==> src/rtl/cuboid_prcr_arb.sv <==
// Round-robin front end that shares one cuboid_prcr datapath among NUM_REQ requesters.
// Each in-flight operation carries its owner tag down a pipeline matched to the datapath latency.
module cuboid_prcr_arb #(
  parameter int NUM_REQ = 4,
  parameter int DP_LAT  = 1
) (
  input  logic                    clk,
  input  logic                    rst,
  input  logic [NUM_REQ-1:0]      req_valid,
  output logic [NUM_REQ-1:0]      req_ready,
  input  logic [16*NUM_REQ-1:0]   req_length,
  input  logic [16*NUM_REQ-1:0]   req_width,
  input  logic [16*NUM_REQ-1:0]   req_height,
  output logic [NUM_REQ-1:0]      rsp_valid,
  input  logic [NUM_REQ-1:0]      rsp_ready,
  output logic [32*NUM_REQ-1:0]   rsp_area,
  output logic [32*NUM_REQ-1:0]   rsp_volume,
  output logic [15:0]             dp_length,
  output logic [15:0]             dp_width,
  output logic [15:0]             dp_height,
  output logic                    dp_in_valid,
  input  logic                    dp_out_valid,
  input  logic [31:0]             dp_area,
  input  logic [31:0]             dp_volume,
  output logic                    busy,
  output logic                    proto_err
);

  localparam int IDX_W = (NUM_REQ > 1) ? $clog2(NUM_REQ) : 1;
  localparam int CW    = IDX_W + 1;
  localparam int TAG_N = DP_LAT + 1;

  logic [IDX_W-1:0]       rr_ptr_q, rr_ptr_d;
  logic [NUM_REQ-1:0]     outstanding_q, outstanding_d;
  logic [NUM_REQ-1:0]     rsp_valid_q, rsp_valid_d;
  logic [32*NUM_REQ-1:0]  rsp_area_q, rsp_area_d;
  logic [32*NUM_REQ-1:0]  rsp_volume_q, rsp_volume_d;
  logic [15:0]            dp_length_q, dp_length_d;
  logic [15:0]            dp_width_q, dp_width_d;
  logic [15:0]            dp_height_q, dp_height_d;
  logic                   dp_in_valid_q, dp_in_valid_d;
  logic                   proto_err_q, proto_err_d;
  logic [TAG_N-1:0]       tag_vld_q, tag_vld_d;
  logic [IDX_W-1:0]       tag_idx_q [TAG_N];
  logic [IDX_W-1:0]       tag_idx_d [TAG_N];

  logic [NUM_REQ-1:0]     eligible;
  logic [NUM_REQ-1:0]     grant_vec;
  logic                   grant_found;
  logic [IDX_W-1:0]       grant_idx;
  logic [CW-1:0]          cand_w;
  logic [IDX_W-1:0]       cand;
  logic [15:0]            sel_length, sel_width, sel_height;
  logic                   cmp_vld;
  logic [IDX_W-1:0]       cmp_idx;

  // A requester with work in flight or an unconsumed result must not be granted again.
  assign eligible = req_valid & ~outstanding_q & ~rsp_valid_q;

  always_comb begin
    grant_found = 1'b0;
    grant_idx   = '0;
    cand_w      = '0;
    cand        = '0;
    for (int k = 0; k < NUM_REQ; k++) begin
      cand_w = {1'b0, rr_ptr_q} + CW'(k);
      if (cand_w >= CW'(NUM_REQ)) begin
        cand_w = cand_w - CW'(NUM_REQ);
      end
      cand = cand_w[IDX_W-1:0];
      if (!grant_found && eligible[cand]) begin
        grant_found = 1'b1;
        grant_idx   = cand;
      end
    end
  end

  genvar gi;
  generate
    for (gi = 0; gi < NUM_REQ; gi++) begin : g_grant
      assign grant_vec[gi] = grant_found && (grant_idx == IDX_W'(gi));
    end
  endgenerate

  // Reset is folded in so req_ready stays low while rst is asserted even with req_valid high.
  assign req_ready = grant_vec & {NUM_REQ{rst}};

  always_comb begin
    sel_length = '0;
    sel_width  = '0;
    sel_height = '0;
    for (int i = 0; i < NUM_REQ; i++) begin
      if (grant_vec[i]) begin
        sel_length = req_length[16*i +: 16];
        sel_width  = req_width[16*i +: 16];
        sel_height = req_height[16*i +: 16];
      end
    end
  end

  assign cmp_vld = tag_vld_q[DP_LAT];
  assign cmp_idx = tag_idx_q[DP_LAT];

  always_comb begin
    rr_ptr_d      = rr_ptr_q;
    outstanding_d = outstanding_q;
    rsp_valid_d   = rsp_valid_q;
    rsp_area_d    = rsp_area_q;
    rsp_volume_d  = rsp_volume_q;
    proto_err_d   = proto_err_q;
    dp_in_valid_d = grant_found;
    dp_length_d   = dp_length_q;
    dp_width_d    = dp_width_q;
    dp_height_d   = dp_height_q;

    if (grant_found) begin
      rr_ptr_d    = (grant_idx == IDX_W'(NUM_REQ - 1)) ? '0 : grant_idx + IDX_W'(1);
      dp_length_d = sel_length;
      dp_width_d  = sel_width;
      dp_height_d = sel_height;
    end

    tag_vld_d[0] = grant_found;
    tag_idx_d[0] = grant_idx;
    for (int s = 1; s < TAG_N; s++) begin
      tag_vld_d[s] = tag_vld_q[s-1];
      tag_idx_d[s] = tag_idx_q[s-1];
    end

    // Completion and a new grant always target different requesters, so ordering here is safe.
    for (int i = 0; i < NUM_REQ; i++) begin
      if (rsp_valid_q[i] && rsp_ready[i]) begin
        rsp_valid_d[i] = 1'b0;
      end
      if (cmp_vld && (cmp_idx == IDX_W'(i))) begin
        outstanding_d[i] = 1'b0;
        if (dp_out_valid) begin
          rsp_valid_d[i]             = 1'b1;
          rsp_area_d[32*i +: 32]   = dp_area;
          rsp_volume_d[32*i +: 32] = dp_volume;
        end else begin
          proto_err_d = 1'b1;
        end
      end
      if (grant_vec[i]) begin
        outstanding_d[i] = 1'b1;
      end
    end
  end

  always_ff @(posedge clk or negedge rst) begin
    if (!rst) begin
      rr_ptr_q      <= '0;
      outstanding_q <= '0;
      rsp_valid_q   <= '0;
      rsp_area_q    <= '0;
      rsp_volume_q  <= '0;
      proto_err_q   <= 1'b0;
      dp_in_valid_q <= 1'b0;
      dp_length_q   <= '0;
      dp_width_q    <= '0;
      dp_height_q   <= '0;
      tag_vld_q     <= '0;
      for (int s = 0; s < TAG_N; s++) begin
        tag_idx_q[s] <= '0;
      end
    end else begin
      rr_ptr_q      <= rr_ptr_d;
      outstanding_q <= outstanding_d;
      rsp_valid_q   <= rsp_valid_d;
      rsp_area_q    <= rsp_area_d;
      rsp_volume_q  <= rsp_volume_d;
      proto_err_q   <= proto_err_d;
      dp_in_valid_q <= dp_in_valid_d;
      dp_length_q   <= dp_length_d;
      dp_width_q    <= dp_width_d;
      dp_height_q   <= dp_height_d;
      tag_vld_q     <= tag_vld_d;
      tag_idx_q     <= tag_idx_d;
    end
  end

  assign rsp_valid   = rsp_valid_q;
  assign rsp_area    = rsp_area_q;
  assign rsp_volume  = rsp_volume_q;
  assign dp_length   = dp_length_q;
  assign dp_width    = dp_width_q;
  assign dp_height   = dp_height_q;
  assign dp_in_valid = dp_in_valid_q;
  assign proto_err   = proto_err_q;
  assign busy        = (|tag_vld_q) | (|outstanding_q) | (|rsp_valid_q);

endmodule
==> config.mk <==
export PLATFORM = sky130hd
export DESIGN_NAME = cuboid_prcr_arb
export DESIGN_NICKNAME = d
export VERILOG_FILES = /design/src/rtl/cuboid_prcr_arb.sv
export SDC_FILE = /design/constraint.sdc
export NUM_CORES = 1
export LEC_CHECK = 0
export CAP_MARGIN = 10
export CORE_AREA = 2 2 229 231
export DETAILED_ROUTE_END_ITERATION = 7
export DIE_AREA = 0 0 231 233
export DONT_BUFFER_PORTS = 1
export GPL_ROUTABILITY_DRIVEN = 0
export PLACE_DENSITY = 0.47
export REMOVE_ABC_BUFFERS = 1
export SYNTH_ARGS = -nofsm -noshare
export SYNTH_HDL_FRONTEND = slang
export SYNTH_SLANG_ARGS = --single-unit
==> constraint.sdc <==
create_clock -name clk -period 3.55 [get_ports clk]
set_input_delay 0.355 -clock clk [delete_from_list [all_inputs] [get_ports clk]]
set_output_delay 0.355 -clock clk [all_outputs]
set_load 0.02 [all_outputs]
# Word level (Yosys, flattened, before mapping)
# Cells that the tools add are included.
[totals] register_bits=322 input_bits=267 elab_cells=143
[classes] addsub=8 n_lt_le_gt_ge=8 n_eq_ne=6 n_mux=61 bitwise=7 reduce_logical=31
[op_table] operator="16-bit two-way mux" n=12
[op_table] operator="1-bit two-way mux" n=36
[op_table] operator="2-bit two-way mux" n=9
[op_table] operator="1-bit logical AND" n=15
[op_table] operator="4-bit AND" n=3
[op_table] operator="2-bit by 3-bit less-than comparator with 1-bit output, second input constant" n=4
[op_table] operator="3-bit >= comparator, second input constant" n=3
[op_table] operator="1-bit binary-select mux with 2-bit select" n=4
[op_table] operator="2-bit equality test, second input constant" n=4
[op_table] operator="4-bit NOT" n=2
[op_table] operator="2-bit AND reduction" n=4
[op_table] operator="2-bit nonzero test" n=4
[op_table] operator="4-bit OR reduction" n=2
[op_table] operator="2-bit by 1-bit subtractor with 2-bit output, second input constant" n=4
[op_table] operator="2-bit by 2-bit adder with 3-bit output, second input constant" n=2
[op_table] operator="2-bit by 1-bit equality test with 1-bit output, second input constant" n=2
[op_table] operator="2-bit zero test" n=2
[op_table] operator="2-bit by 1-bit adder with 3-bit output, second input constant" n=1
[op_table] operator="2-bit by 3-bit >= comparator with 1-bit output, second input constant" n=1
[op_table] operator="1-bit zero test" n=3
[op_table] operator="2-bit by 1-bit adder with 2-bit output, second input constant" n=1
[op_table] operator="1-bit bitwise OR" n=2
[op_table] operator="2-bit OR reduction" n=1

# Logic depth before layout (Yosys ltp)
# Gate-level depths: netlist of run 1.
[logic_depth] depth_word=21 depth_mapped=11

# Worst setup path after synthesis of run 1
# No wires, ideal clock.
[synth_path] path_type="register -> output" startpoint="reg rsp_valid_q[2], in the netlist rsp_valid[2]" endpoint="out req_ready[2]" arrival_time_ns=2.507 path_slack_ns=0.688 stages_incl_launch_ff=9 path_cell_list="dfrtp_1 nor3b_1 mux2i_1 o22a_1 o21ai_0 ha_1 clkbuf_1 clkbuf_1 and3_1"
[synth_via] elab_chain_len=17 word_cells_on_any_way=27
[synth_lines] item="start: declaration" line_no="35" text="logic [NUM_REQ-1:0] rsp_valid_q, rsp_valid_d;"
[synth_lines] item="start signal: assignment" line_no="170" text="rsp_valid_q <= rsp_valid_d;"
[synth_lines] item="4-bit NOT *" line_no="58" text="assign eligible = req_valid & ~outstanding_q & ~rsp_valid_q;"
[synth_lines] item="4-bit AND *" line_no="58"
[synth_lines] item="1-bit binary-select mux with 2-bit select" line_no="71" text="if (!grant_found && eligible[cand]) begin"
[synth_lines] item="1-bit two-way mux (implied by the code)" line_no="71"
[synth_lines] item="1-bit two-way mux" line_no="71"
[synth_lines] item="1-bit zero test" line_no="71"
[synth_lines] item="1-bit logical AND" line_no="71"
[synth_lines] item="1-bit two-way mux" line_no="71"
[synth_lines] item="1-bit zero test" line_no="71"
[synth_lines] item="1-bit logical AND" line_no="71"
[synth_lines] item="1-bit two-way mux" line_no="71"
[synth_lines] item="1-bit zero test" line_no="71"
[synth_lines] item="1-bit logical AND" line_no="71"
[synth_lines] item="2-bit two-way mux" line_no="71"
[synth_lines] item="2-bit equality test" line_no="81" text="assign grant_vec[gi] = grant_found && (grant_idx == IDX_W'(gi));"
[synth_lines] item="1-bit logical AND *" line_no="81"
[synth_lines] item="4-bit AND *" line_no="86" text="assign req_ready = grant_vec & {NUM_REQ{rst}};"
[synth_lines] item="end: declaration" line_no="10" text="output logic [NUM_REQ-1:0] req_ready,"
# Every way passes the cells marked *; elsewhere a longest branch is shown, timed or not. The select of a mux whose other input is x is not followed.

# Worst setup path in the final report of run 1
[layout_path] startpoint="reg rsp_valid_q[1], in the netlist rsp_valid[1]" endpoint="out req_ready[0]"
[layout_via] elab_chain_len=17 word_cells_on_any_way=27
[layout_lines] item="4-bit NOT *" line_no="58"
[layout_lines] item="4-bit AND *" line_no="58"
[layout_lines] item="1-bit binary-select mux with 2-bit select" line_no="71"
[layout_lines] item="1-bit two-way mux (implied by the code)" line_no="71"
[layout_lines] item="1-bit two-way mux" line_no="71"
[layout_lines] item="1-bit zero test" line_no="71"
[layout_lines] item="1-bit logical AND" line_no="71"
[layout_lines] item="1-bit two-way mux" line_no="71"
[layout_lines] item="1-bit zero test" line_no="71"
[layout_lines] item="1-bit logical AND" line_no="71"
[layout_lines] item="1-bit two-way mux" line_no="71"
[layout_lines] item="1-bit zero test" line_no="71"
[layout_lines] item="1-bit logical AND" line_no="71"
[layout_lines] item="2-bit two-way mux" line_no="71"
[layout_lines] item="2-bit zero test" line_no="81"
[layout_lines] item="1-bit logical AND *" line_no="81"
[layout_lines] item="4-bit AND *" line_no="86"
# Marks and branches as above.

==> key figures, run 1 <==
STA
  • Fin. Hold Viols: ~320
  • Max frequency: between 200 and 300 MHz
  • Fin crit period: ~3400 ps
  • Final Skew: 12.58 ps
  • Worst slew pin tran: 1126 ps
  • RSZ-0062 raised after global routing: false
  • Slew margin rel.: between 20 and 25%
  • Post-route setup TNS: 0 ps
  • Final worst slack: between 150 and 200 ps
  • Worst hold slack: -486.4 ps
  • Final setup fails: 0
  • Max Slew Vio Count: 0
  • Fin crit share: 94.96%

Finish
  • Storage cell area: around 8000 sq um
  • Post-route cell area: approximately 16000 sq um
  • Finished Layout Cells: between 1500 and 2000
  • Share of layout cells above drive strength 1: just under 30%
  • Filler Cell Count: between 5000 and 6000
  • Final Net Count: 1415
  • Area growth, synth to finish: 20.78%
  • Area of the multi-input gates: about 5200 sq um

Global routing
  • Grt ovf: 0
  • Pin count of the biggest net entering global routing: 326
  • Antenna violations before repair: 15
  • Vias in the first global route: just over 9000
  • GRT Total Usage: between 10% and 20%
  • First-pass GRT wire length: around 62000 um

Place
  • Post-DP HPWL: ~31000 um
  • Placed Cells: around 1700
  • Placed cell areas: roughly 14000 sq um
  • Pre-CTS WS: around 310 ps
  • I/O Buffers: 0

Drt
  • Drt drc: 0
  • DR WL/cell: ~23 um
  • Vias: ~9000
  • Met2 Routed Length: ~22000 um
  • Starting DRT DRC Count: ~350
  • Via density: between 4 and 5
  • First-pass iteration count of the detailed router: 5
  • Top Metal Used: met5
  • Number of nets with antenna violations after routing: 0
  • Routed met1 length: about 15000 um
  • Routed length on met3: between 4000 and 5000 um
  • Final WL: ~44000 um

Clock tree
  • CTS clock-pin slew for the worst setup and hold paths: roughly 60 ps
  • Num CTS Buffers: 37
  • Clk buf depth: 3
  • Worst skew pair latency: around 530 ps
  • CTS Root Cell: clkbuf_16
  • Post-CTS Hold Buffers: 69
  • CTS sink count: between 300 and 400
  • CTS H-tree lvls: 2
  • CTS tree: done

Synthesis
  • Top post-synthesis cells by count: dfrtp_1, mux2_2, nand2_1
  • Compound-Gate Fraction of Synth Area: under 10%
  • Top post-synthesis cells by area: dfrtp_1, mux2_2, nand2_1
  • Share of the synthesized area in the top cell type: between 50% and 60%
  • Largest family of logic cells by synthesized area: multiplexers
  • Mean Syn Cell Area: between 10 and 15 sq um
  • Ys async rst share: 100.0%
  • Post-synth top area cell: dfrtp_1
  • Adder and majority gate portion of the synthesized area: less than 1%
  • Most used DFF post-synth: dfrtp_1
  • Synth cell types: 34
  • Most frequent cell after synthesis: dfrtp_1
  • Seq/Total Area, Yosys: between 50% and 60%
  • Post-Synth XOR/XNOR Area: 0%
  • Synth warn: 0
  • Post-Synthesis Cell Area: around 13000 sq um
  • Post-synthesis mux area share: a little over a fifth
  • FF+latch count, synth: about 320
  • Simple-gate area share of the yosys netlist: roughly 7.9%
  • Gate Count Post-Synth: 1091
  • Number of flops mapped to enable cells by yosys: 0

Floorplanning
  • Rows: between 80 and 90
  • Initial Utilization: a little over a quarter
  • Core area: between 50000 and 60000 sq um
  • Die Height: between 200 and 250 um
  • Full die area: 53820 sq um
  • Chip width: approximately 230 um
  • I/O pin count: around 580

Job
  • MaxCap Viol Count: 0

Worst setup path
  • CP Launch Type: register
  • Data required, critical path: 3190 ps
  • Crit path arrival time: 3020 ps
  • CP Max Fanout: 47
  • Crit Path Category: register to output port
  • CP peak stage delay: roughly 530 ps
  • Worst R2R Start: rsp_valid[1]$_DFF_PN0_
  • Crit path buf inv count: 1
  • Reg-to-Reg End: dp_height[0]$_DFFE_PN0P_
  • Delay-heaviest family, CP: simple AND/OR/NAND/NOR gates
  • Worst setup EP type: output port
  • FF-to-FF setup slack: roughly 330 ps
  • Worst-path cell chain: nor3b_1 > o21ai_0 > a21oi_1 > o21bai_1 > ha_2 > buf_12 > and3_1
  • CP max-delay cell: nor3b_1
  • FF-to-FF path depth: 8

Power and ir drop
  • Leakage: 0.006976 uW
  • P per Cell Area: 1104 nW/um^2
  • Maximum vdd drop: 0.4538 mV

Run status
  • Violated checks: hold timing
  • Status: finished, violations left

Min path
  • Hold Path Class: primary input to async pin
power breakdown:
| part | switching, uW | total (uW) | leakage [uW] | internal, uW |
|---|---|---|---|---|
| Sequential | 3720 | 9170 | 0.00391 | 5450 |
| Clock | 1530 | 4020 | 0.000627 | 2490 |
| Combinational | 2440 | 4810 | 0.00244 | 2360 |
flip-flops by register name, summed over array words and instances, names as in the netlist, named ones only:
register       count
tag_idx_d          2
dp_length         16
cmp_idx            2
outstanding_q      4
rsp_valid          4
rsp_volume       128
rr_ptr_q           2
tag_vld_q          2
dp_height         16
dp_width          16
rsp_area         128
metal layers:
layer | vias to the layer above | GRT usage, %
li1 | 3950 | -
met5 | - | 0
met2 | 479 | 27.35
met3 | 95 | 5.772
met4 | 4 | 5.927
met1 | 4518 | 16.65
worst reg2reg max path: stages (launching register included):
cell and delay [ps]:
dfrtp_1 490, nor3b_1 530, o21ai_0 180, a21oi_1 190, o21ba_2 200, ha_2 220
or2_2 680, a211oi_1 470, o31ai_1 110
logic make-up (layout without fill, tap and decap cells):
family | count (synthesis) | count (layout)
buffers and inverters | 83 | 164
other | 0 | 9
muxes | 257 | 257
adders and majority gates | 4 | 4
AOI/OAI and AO/OA | 163 | 163
and+or+nand+nor | 263 | 263
DFF | 321 | 321
worst max-delay path by stage:
stage | start | to | slack [ps] | cells after the start
3_5_place_dp | rsp_valid[0]$_DFF_PN0_ | dp_height[0]$_DFFE_PN0P_ | 310 | 8
2_1_floorplan | rsp_valid[1]$_DFF_PN0_ | req_ready[0] | -400 | 4
4_1_cts | rsp_valid[1]$_DFF_PN0_ | req_ready[3] | 60 | 7
3_3_place_gp | rsp_valid[0]$_DFF_PN0_ | dp_width[15]$_DFFE_PN0P_ | 420 | 8
6_report | rsp_valid[1]$_DFF_PN0_ | req_ready[0] | 180 | 7
5_1_grt | rsp_valid[1]$_DFF_PN0_ | req_ready[0] | 10 | 7
timing repair:
item,in CTS,in global routing
gates resized for setup,1,2
hold endpoints to repair,582,321
gates cloned,0,0
buffers inserted,0,1
setup endpoints to repair,1,3
pin swaps,0,1
final cells by class:
class	count	area share, %
antenna	9	0.1382
clock buffer	53	6.616
clock inverter	14	1.297
inverter	8	0.1842
multi-input combinational	687	31.64
sequential	321	49.27
tap	680	5.219
timing repair buffer	89	5.634
metrics by stage:
step	power [uW]	util, %
6_report	18000	31.91
5_1_grt	19060	31.90
4_1_cts	18210	31.82
3_5_place_dp	14020	27.93
3_3_place_gp	13880	27.93
2_1_floorplan	12160	-
cells in the final DEF (no fill, tap or decap), types with 2 or more instances in the layout:
cell type and instances:
nand3_1 2, nor2b_1 3, a211oi_1 45, clkinvlp_4 2
o21ai_0 52, nand2_1 147, buf_4 12, ha_2 3
a22o_1 3, clkinv_4 2, clkbuf_1 9, inv_1 7
mux2_2 256, buf_6 2, clkbuf_16 39, o31ai_1 48
bufinv_16 5, nor2_1 93, diode_2 9, clkinv_2 4
nand3_4 2, dfrtp_1 321, a21oi_1 3, a221oi_1 3
nor3b_1 3, clkbuf_8 5, and3_1 4, nor4_1 2
o22ai_1 3, dlygate4sd3_1 69, a21o_1 2, buf_12 5
Note: power is estimated with default switching activity, not from simulation.
==> run 2, diff against run 1 <==
- GPL_ROUTABILITY_DRIVEN: 0 -> unset
==> results of run 2 <==
The final DEF is identical to that of run 1; final timing and power are the same.
